$ cat src/rtl/multicycle_control_fsm.sv
// Multi-cycle control sequencer: FETCH/DECODE/EXEC/MEM/WB plus IO wait and
// resumable HALT, with handshakes to imem, dmem and board I/O.
//
// Ports
//   clk, rst            rising-edge clock, synchronous active-high reset
//   instr, instr_valid  instruction word and its valid (FETCH only)
//   mem_ready           data-memory completion (MEM only)
//   alu_zero            ALU zero flag (EXEC of BEQ/BNE only)
//   in_valid, out_ack   board input present / display accepted (IO only)
//   resume              leave HALT
//   fetch_req           request instruction at current PC
//   opcode              ir[31:26]
//   alu_op/alu_src/rsrc ALU function, operand select, read-reg select
//   wsrc, reg_write     write-back source (00 ALU, 01 mem, 10 input) + strobe
//   mem_read/mem_write  held in MEM until mem_ready
//   out_valid           held in IO until out_ack
//   pc_write, pc_src    retirement strobe and next-PC select
//   halted, state       HALT flag and encoded state
//   retired             wrapping count of pc_write strobes
module multicycle_control_fsm #(
    parameter int ALUOP_W = 6,
    parameter int CNT_W   = 16
) (
    input  logic               clk,
    input  logic               rst,
    input  logic [31:0]        instr,
    input  logic               instr_valid,
    input  logic               mem_ready,
    input  logic               alu_zero,
    input  logic               in_valid,
    input  logic               out_ack,
    input  logic               resume,
    output logic               fetch_req,
    output logic [5:0]         opcode,
    output logic [ALUOP_W-1:0] alu_op,
    output logic [1:0]         alu_src,
    output logic [1:0]         rsrc,
    output logic [1:0]         wsrc,
    output logic               reg_write,
    output logic               mem_read,
    output logic               mem_write,
    output logic               out_valid,
    output logic               pc_write,
    output logic [1:0]         pc_src,
    output logic               halted,
    output logic [2:0]         state,
    output logic [CNT_W-1:0]   retired
);

    typedef enum logic [2:0] {
        S_FETCH  = 3'd0,
        S_DECODE = 3'd1,
        S_EXEC   = 3'd2,
        S_MEM    = 3'd3,
        S_WB     = 3'd4,
        S_IO     = 3'd5,
        S_HALT   = 3'd6
    } state_t;

    localparam logic [5:0] OP_FORMAT1 = 6'b000000;
    localparam logic [5:0] OP_JUMP    = 6'b010000;
    localparam logic [5:0] OP_ADDI    = 6'b001000;
    localparam logic [5:0] OP_SUBI    = 6'b001001;
    localparam logic [5:0] OP_BEQ     = 6'b001010;
    localparam logic [5:0] OP_BNE     = 6'b001011;
    localparam logic [5:0] OP_LR      = 6'b001100;
    localparam logic [5:0] OP_SR      = 6'b001101;
    localparam logic [5:0] OP_IN      = 6'b001110;
    localparam logic [5:0] OP_OUT     = 6'b001111;
    localparam logic [5:0] OP_LI      = 6'b011000;
    localparam logic [5:0] OP_HALT    = 6'b111001;

    localparam logic [ALUOP_W-1:0] AOP_DEF = ALUOP_W'(6'b001011);
    localparam logic [ALUOP_W-1:0] AOP_ADD = ALUOP_W'(6'b000000);
    localparam logic [ALUOP_W-1:0] AOP_SUB = ALUOP_W'(6'b000001);
    localparam logic [ALUOP_W-1:0] AOP_BNE = ALUOP_W'(6'b001110);

    localparam logic [CNT_W-1:0] CNT_ONE = {{(CNT_W-1){1'b0}}, 1'b1};

    state_t               state_q, state_d;
    logic [31:0]          ir_q;
    logic [CNT_W-1:0]     retired_q;
    logic                 fetch_req_q;
    logic [ALUOP_W-1:0]   alu_op_q;
    logic [1:0]           alu_src_q;
    logic [1:0]           rsrc_q;
    logic [1:0]           wsrc_q;
    logic                 mem_read_q;
    logic                 mem_write_q;
    logic                 out_valid_q;
    logic                 halted_q;

    logic                 retire_d;
    logic                 reg_write_d;
    logic [1:0]           pc_src_d;

    logic [5:0] op;
    logic is_f1, is_jump, is_addi, is_subi, is_beq, is_bne;
    logic is_lr, is_sr, is_in, is_out, is_li, is_halt;
    logic is_alu;

    assign op      = ir_q[31:26];
    assign is_f1   = (op == OP_FORMAT1);
    assign is_jump = (op == OP_JUMP);
    assign is_addi = (op == OP_ADDI);
    assign is_subi = (op == OP_SUBI);
    assign is_beq  = (op == OP_BEQ);
    assign is_bne  = (op == OP_BNE);
    assign is_lr   = (op == OP_LR);
    assign is_sr   = (op == OP_SR);
    assign is_in   = (op == OP_IN);
    assign is_out  = (op == OP_OUT);
    assign is_li   = (op == OP_LI);
    assign is_halt = (op == OP_HALT);
    assign is_alu  = is_f1 | is_addi | is_subi | is_li;

    // Middle IR bits belong to the datapath (register fields, immediates).
    logic unused_ir;
    assign unused_ir = ^ir_q;

    // Completion strobes must coincide with the handshake input that ends
    // the state, so they are decoded from the current state and inputs.
    always_comb begin
        state_d     = state_q;
        retire_d    = 1'b0;
        reg_write_d = 1'b0;
        pc_src_d    = 2'b00;
        unique case (state_q)
            S_FETCH: begin
                if (instr_valid) begin
                    state_d = S_DECODE;
                end
            end
            S_DECODE: begin
                if (is_in || is_out) begin
                    state_d = S_IO;
                end else if (is_halt) begin
                    state_d = S_HALT;
                end else begin
                    state_d = S_EXEC;
                end
            end
            S_EXEC: begin
                if (is_alu) begin
                    state_d = S_WB;
                end else if (is_lr || is_sr) begin
                    state_d = S_MEM;
                end else begin
                    // Branches, jump and every NOP-class opcode end here.
                    retire_d = 1'b1;
                    state_d  = S_FETCH;
                    if (is_beq) begin
                        pc_src_d = {1'b0, alu_zero};
                    end else if (is_bne) begin
                        pc_src_d = {1'b0, ~alu_zero};
                    end else if (is_jump) begin
                        pc_src_d = 2'b10;
                    end
                end
            end
            S_MEM: begin
                if (mem_ready) begin
                    if (is_lr) begin
                        state_d = S_WB;
                    end else begin
                        retire_d = 1'b1;
                        state_d  = S_FETCH;
                    end
                end
            end
            S_WB: begin
                reg_write_d = 1'b1;
                retire_d    = 1'b1;
                state_d     = S_FETCH;
            end
            S_IO: begin
                if (is_in) begin
                    if (in_valid) begin
                        reg_write_d = 1'b1;
                        retire_d    = 1'b1;
                        state_d     = S_FETCH;
                    end
                end else if (out_ack) begin
                    retire_d = 1'b1;
                    state_d  = S_FETCH;
                end
            end
            S_HALT: begin
                if (resume) begin
                    retire_d = 1'b1;
                    state_d  = S_FETCH;
                end
            end
            default: begin
                state_d = S_FETCH;
            end
        endcase
        // Reset aborts the instruction: nothing may retire or write back.
        if (rst) begin
            retire_d    = 1'b0;
            reg_write_d = 1'b0;
            pc_src_d    = 2'b00;
        end
    end

    // Registered outputs describe the state being entered.
    always_ff @(posedge clk) begin
        if (rst) begin
            state_q     <= S_FETCH;
            ir_q        <= '0;
            retired_q   <= '0;
            fetch_req_q <= 1'b1;
            alu_op_q    <= AOP_DEF;
            alu_src_q   <= 2'b00;
            rsrc_q      <= 2'b00;
            wsrc_q      <= 2'b00;
            mem_read_q  <= 1'b0;
            mem_write_q <= 1'b0;
            out_valid_q <= 1'b0;
            halted_q    <= 1'b0;
        end else begin
            state_q <= state_d;
            if (state_q == S_FETCH && instr_valid) begin
                ir_q <= instr;
            end
            if (retire_d) begin
                retired_q <= retired_q + CNT_ONE;
            end

            fetch_req_q <= (state_d == S_FETCH);
            halted_q    <= (state_d == S_HALT);
            mem_read_q  <= (state_d == S_MEM) && is_lr;
            mem_write_q <= (state_d == S_MEM) && is_sr;
            out_valid_q <= (state_d == S_IO) && is_out;

            if (state_d == S_WB && is_lr) begin
                wsrc_q <= 2'b01;
            end else if (state_d == S_IO && is_in) begin
                wsrc_q <= 2'b10;
            end else begin
                wsrc_q <= 2'b00;
            end

            alu_op_q  <= AOP_DEF;
            alu_src_q <= 2'b00;
            rsrc_q    <= 2'b00;
            if (state_d == S_EXEC) begin
                if (is_f1) begin
                    alu_op_q <= ir_q[ALUOP_W-1:0];
                    rsrc_q   <= 2'b01;
                end else if (is_addi) begin
                    alu_op_q  <= AOP_ADD;
                    alu_src_q <= 2'b01;
                end else if (is_subi) begin
                    alu_op_q  <= AOP_SUB;
                    alu_src_q <= 2'b01;
                end else if (is_li || is_lr || is_sr) begin
                    alu_src_q <= 2'b01;
                end else if (is_beq) begin
                    alu_op_q <= AOP_SUB;
                end else if (is_bne) begin
                    alu_op_q <= AOP_BNE;
                end
            end
        end
    end

    assign fetch_req = fetch_req_q;
    assign opcode    = op;
    assign alu_op    = alu_op_q;
    assign alu_src   = alu_src_q;
    assign rsrc      = rsrc_q;
    assign wsrc      = wsrc_q;
    assign reg_write = reg_write_d;
    assign mem_read  = mem_read_q;
    assign mem_write = mem_write_q;
    assign out_valid = out_valid_q;
    assign pc_write  = retire_d;
    assign pc_src    = pc_src_d;
    assign halted    = halted_q;
    assign state     = state_q;
    assign retired   = retired_q;

endmodule

$ cat config.mk
export PLATFORM = sky130hd
export DESIGN_NAME = multicycle_control_fsm
export DESIGN_NICKNAME = d
export VERILOG_FILES = /design/src/rtl/multicycle_control_fsm.sv
export SDC_FILE = /design/constraint.sdc
export NUM_CORES = 1
export LEC_CHECK = 0
export CAP_MARGIN = 10
export CELL_PAD_IN_SITES_DETAIL_PLACEMENT = 0
export CELL_PAD_IN_SITES_GLOBAL_PLACEMENT = 2
export CORE_UTILIZATION = 23
export CTS_CLUSTER_SIZE = 8
export DETAILED_ROUTE_END_ITERATION = 8
export GPL_TIMING_DRIVEN = 1
export HOLD_SLACK_MARGIN = 0.12
export PLACE_DENSITY_LB_ADDON = 0.2
export RECOVER_POWER = 25
export REMOVE_ABC_BUFFERS = 1
export SLEW_MARGIN = 40
export SYNTH_ARGS = -nofsm -noshare
export SYNTH_HDL_FRONTEND = slang
export SYNTH_SLANG_ARGS = --single-unit
$ cat constraint.sdc
create_clock -name clk -period 2.2 [get_ports clk]
set_clock_uncertainty 0.15 [all_clocks]
set_input_delay 0.44 -clock clk [delete_from_list [all_inputs] [get_ports clk]]
set_output_delay 0.44 -clock clk [all_outputs]
set_load 0.1 [all_outputs]
==> impl_metrics.ini, run 1 <==
[sta]
period_needed_ps = 2420
slew_headroom_pct = 61.6
rsz0062_at_grt = true
layout_setup_ws_ps = -217
fin_crit_sh_pct = 110
slew_violations = 0
setup_viol = 6
worst_slew_pin_slew_ps = 576
finalSetupTns_ps = -805
hold_viol = 0
timing.fmax_mhz = 414

[synth]
syn_avg_cell_area_um2 = 8.41
async_reset_ff_share_pct = 0
synth.area.top_cells = dfxtp_1, nand2_1, a21oi_1
yosysSeqAreaShare_pct = 36.2
synth_cell_type_count = 53
synth_top_area_share_pct = 36.2
syn_area_um2 = 2540
synth_seq_cells = 46
synth_edf_count = 0
synth_ff_type = dfxtp_1
yosysMostFrequentCell = dfxtp_1
synthCells = 302
yosys.area.top_type = dfxtp_1
synth_commonest_cells = dfxtp_1, nand2_1, nor2_1, a21oi_1, nor2b_1
yosysWarnings = 0

[setup_path]
crit_path_max_incr_delay_ps = 520
startpoint = ir_q[28]
crit_family = simple AND/OR/NAND/NOR gates
r2r_slack_ps = -10
cp-end-kind = output pin
reg2reg_to = retired[15]
rr_worst_depth = 8
worstPathCellList = or4_4, o21ai_4, o211a_4, a21oi_4, buf_12
crit_path_start_kind = flop
slowest_stage = or4_4
cp_max_fo = 4
arrival_ps = 1830
cp_num_buf_inv = 1
critical_path_required_ps = 1610
timing.rr.start = ir_q[30]
criticalPathCategory = reg2out

[run]
drv_cap = 0

[outcome]
status = complete, but fails checks
violations = negative setup slack

[cts]
h-tree-depth = 2
numCtsBuffers = 5
clkLatencyLatePin_ps = 310
clk_path_buf_depth = 2
cts_root_buffer = clkbuf_8
cts_tree = yes
cts_hold_buf = 0
clkSlewWorstSetupHoldPaths_ps = 100
clock_sinks = 46

[detailed_routing]
route.met2.wl_um = 3570
first_pass_iters = 4
topRoutingLayerUsed = met4
wl_per_cell_um = 14.2
wl_um = 7800
wl_met1_um = 3840
ant_nets = 0
first_iter_violations = 80
dr_total_vias = 2538
drc = 0
wl_met3_um = 302
via_per_inst = 4.61

[die]
row_count = 38
dieArea_um2 = 11500
coreArea_um2 = 10800
die_h_um = 107
die_w_um = 107
io_pins = 86
start_util_pct = 23.5

[finish]
fin_nets = 451
fin_util_pct = 38.0
fill_cells = 1102
antennaDiodeCount = 0
area_growth_pct = 61.4
drive_above_1_share_pct = 42.1

[global_route]
antenna_found_initial = 0
grt_pass1_wl_um = 12400
grt_usage_pct = 13.9
grt_max_degree = 26
grt_pass1_vias = 2367
overflow = 0

[min_path]
holdCritPathClass = reg2reg
whs_path_depth = 2
hold_start = ir_q[5]
timing.hold.worst_endpoint = ir_q[5]

[power]
p_per_area_nw_per_um2 = 493
p_leak_nw = 1.67
peakVddDrop_mv = 0.247

[place]
globalplace.congestion = 0.745
port_buffers = 63
hpwl_um = 5700
## worst max path at each step
| stage | endpoint | slack (ps) | cells after the start |
|---|---|---|---|
| floorplan | reg_write | -4920 | 3 |
| global placement | pc_write | -390 | 6 |
| detailed placement | pc_write | -390 | 6 |
| CTS | reg_write | -240 | 5 |
| global route | pc_write | -280 | 5 |
| finish | pc_write | -220 | 5 |
## through the flow
stage	instance area [um2]	setup slack, ps	hold WS, ps	total power [W]	instances
floorplan	2370	-4920	276	0.00119	273
global placement	3700	-394	291	0.00144	532
detailed placement	3700	-392	296	0.00144	532
CTS	3990	-235	310	0.00203	546
global route	4100	-279	339	0.00213	551
finish	4100	-217	305	0.00202	551
## power by group
group	leakage (nW)	internal, W	total, W	switching, W
clock network	0.0408	0.000228	0.000559	0.000331
logic	1.26	0.000237	0.000584	0.000347
registers	0.377	0.000857	0.000880	0.0000226
total	1.67	0.00132	0.00202	0.000701
## flip-flops by register name, summed over array words and instances (netlist names)
signal / count
mem_write: 1
alu_src: 1
rsrc: 1
retired: 16
out_valid: 1
halted: 1
state: 3
fetch_req: 1
wsrc: 2
ir_q: 12
mem_read: 1
alu_op: 6
## layout make-up
class | instances | area [um2] | area share (%)
Clock inverter | 3 | 23.8 | 0.579
Timing Repair Buffer | 130 | 1220 | 29.9
Sequential cell | 46 | 938 | 22.9
Inverter | 4 | 15.0 | 0.366
Multi-Input combinational cell | 223 | 1660 | 40.4
Clock buffer | 5 | 68.8 | 1.68
Tap cell | 140 | 175 | 4.27
## layout by cell type (no fill, tap or decap), drive strengths merged, types with 3 or more instances in the layout
| master | count |
|---|---|
| clkdlybuf4s50 | 17 |
| nand4 | 10 |
| nand3b | 5 |
| dfxtp | 46 |
| and4 | 5 |
| nor2 | 25 |
| inv | 5 |
| o211ai | 3 |
| nor3b | 4 |
| a211oi | 3 |
| a2111oi | 3 |
| nand3 | 6 |
| o21ai | 12 |
| clkbuf | 24 |
| a21o | 3 |
| nor3 | 7 |
| nand2 | 33 |
| a21oi | 29 |
| o211a | 3 |
| mux2 | 13 |
| nand2b | 7 |
| and2 | 3 |
| nor2b | 17 |
| buf | 93 |
| and3 | 8 |
## logic make-up after synthesis
| logic type | Yosys count | share of synthesized area (%) |
|---|---|---|
| buffers and inverters | 34 | 7.34 |
| AND/OR/NAND/NOR | 140 | 30.8 |
| flip-flops | 46 | 36.2 |
| other | 1 | 0.148 |
| AO/OA/AOI/OAI | 65 | 17.7 |
| XOR/XNOR | 2 | 0.689 |
| adder cells (fa/ha/maj) | 1 | 0.492 |
| multiplexers | 13 | 6.65 |
## per-layer routing
layer / up-vias / track usage (%)
met5: - / 0
met4: 0 / 3.82
met1: 1206 / 18.9
met3: 7 / 2.86
met2: 51 / 22.3
li1: 1274 / -
## what timing repair did
item / CTS / global route
pin swaps: 15 / 14
endpoints found under the setup margin: 9 / 24
buffers inserted: 9 / 7
gates resized for setup: 35 / 33
cloned: 0 / 0
## worst min-delay path: stages (launching register included)
cell and delay [ps]:
dfxtp_1 320, nand2_1 50, a21oi_1 50
Note: power is estimated with default switching activity, not from simulation.
==> run 2: changes to the inputs <==
GPL_TIMING_DRIVEN = 0   (was 1)
==> run 2 against run 1 <==
Critical endpoint unchanged. Power fell by 2.5%. The flow still finishes with violations (negative setup slack). Clock power is 3.8% higher. Critical path depth did not move.
==> impl_metrics.ini, run 2 (synthesis results as in run 1) <==
[outcome]
status = complete, but fails checks
violations = negative setup slack

[place]
hpwl_um = 4890
dp_slack_ps = -774
port_buffers = 63
globalplace.congestion = 0.653

[cts]
cts_root_buffer = clkbuf_8
numCtsBuffers = 5
h-tree-depth = 2
clkLatencyLatePin_ps = 310
clock_sinks = 46
cts_tree = yes
clkSlewWorstSetupHoldPaths_ps = 110
clk_path_buf_depth = 2
cts_hold_buf = 0

[setup_path]
rr_worst_depth = 8
worstPathCellList = or4_4, o21ai_4, o211a_4, a21oi_4, buf_12
cp_max_fo = 7
slowest_stage = or4_4
criticalPathCategory = reg2out
r2r_slack_ps = -130
arrival_ps = 1850
crit_family = simple AND/OR/NAND/NOR gates
critical_path_required_ps = 1610
cp-end-kind = output pin
reg2reg_to = retired[6]
cp_num_buf_inv = 1
crit_path_start_kind = flop
timing.rr.start = ir_q[30]
crit_path_max_incr_delay_ps = 520

[sta]
timing.hold.ws_ps = 310
timing.fmax_mhz = 410
setup_viol = 14
slew_headroom_pct = 57.3
rsz0062_at_grt = true
worst_slew_pin_slew_ps = 638
layout_setup_ws_ps = -238
hold_viol = 0
fin_crit_sh_pct = 111
period_needed_ps = 2440
slew_violations = 0

[die]
die_w_um = 107
start_util_pct = 23.5
row_count = 38
io_pins = 86
dieArea_um2 = 11500
die_h_um = 107
coreArea_um2 = 10800

[run]
drv_cap = 0

[global_route]
overflow = 0
grt_pass1_vias = 2305
antenna_found_initial = 0
grt_max_degree = 53
grt_usage_pct = 13.8
grt_pass1_wl_um = 12300

[power]
p_sw_share_pct = 35.5
p_comb_share_pct = 25.6
peakVddDrop_mv = 0.233
p_seq_share_pct = 45.0
p_leak_nw = 1.51
p_per_area_nw_per_um2 = 537
p_sw_w = 0.000701
p_clk_share_pct = 29.4
p_int_w = 0.00127

[detailed_routing]
drc = 0
first_pass_iters = 4
dr_total_vias = 2406
ant_nets = 0
wl_per_cell_um = 15.1
first_iter_violations = 78
wl_um = 7890
via_per_inst = 4.61

[finish]
largest_reg_flops = 16
area_growth_pct = 44.5
final_cell_mix = dfxtp_1, nand2_1, buf_2
fin_nets = 422
fill_cells = 1156
antennaDiodeCount = 0
drive_above_1_share_pct = 38.0
layout.cells.most_common = dfxtp_1

[min_path]
whs_path_depth = 2
holdCritPathClass = reg2reg
timing.hold.worst_endpoint = ir_q[5]
hold_start = ir_q[5]
run 2: cell count changes in the layout (fill, tap and decap cells not counted), sizes merged:
cell,previous run,this run
buf,93,66
inv,5,7
clkbuf,24,21
clkdlybuf4s18,0,1
clkinvlp,2,0
run 2: power by group through the flow:
stage | sequential (W) | clock (W) | combinational (W)
after global routing | 0.000894 | 0.000640 | 0.000541
after detailed placement | 0.000930 | 0 | 0.000382
after CTS | 0.000894 | 0.000607 | 0.000455
after floorplan | 0.00104 | 0 | 0.000151
after global placement | 0.000930 | 0 | 0.000398
final | 0.000889 | 0.000580 | 0.000504
run 2: metal layers:
layer / global-route usage (%) / wire (um) / up-vias
li1: - / - / 1216
met5: 0 / 0 / -
met3: 2.43 / 253 / 5
met2: 22.4 / 3680 / 39
met1: 18.8 / 3890 / 1146
met4: 3.52 / 60 / 0
run 2: how the worst max path moves through the flow:
stage,start,endpoint,slack (ps),cells after the start
after floorplan,ir_q[29],reg_write,-4920,3
after global placement,rst,reg_write,-2500,3
after detailed placement,ir_q[29],pc_write,-770,5
after CTS,ir_q[28],pc_write,-260,5
after global routing,ir_q[31],pc_write,-310,5
final,ir_q[28],pc_write,-240,5
run 2: what timing repair did:
| item | in CTS | in global routing |
|---|---|---|
| setup endpoints to repair | 32 | 17 |
| buffers inserted | 21 | 14 |
| cloned | 0 | 1 |
| pin swaps | 8 | 6 |
| gates resized for setup | 43 | 30 |
run 2: worst register-to-register path, cell delays in order (launching register included):
cell and delay (ps):
dfxtp_4 400, and4bb_4 270, a211o_1 310, o211a_4 180
buf_6 120, buf_6 120, buf_12 150, a211oi_4 250
mux2_4 310
run 2: through the flow:
step,instance area [um2],util (%),total power [W],TNS [ps],cells
after detailed placement,2970,27.5,0.00131,-9640,478
after floorplan,2370,-,0.00119,-33160,273
after global placement,3180,29.5,0.00133,-64650,476
final,3670,34.0,0.00197,-1330,522
after CTS,3400,31.5,0.00196,-985,507
after global routing,3670,34.0,0.00208,-2270,522
run 2: layout make-up:
class,instances,area (um2),share of cell area (%)
timing repair buffer,101,790,21.5
inverter,4,15.0,0.409
clock buffer,5,68.8,1.87
clock inverter,3,26.3,0.716
sequential,46,955,26.0
tap,140,175,4.77
multi-input combinational,223,1640,44.7
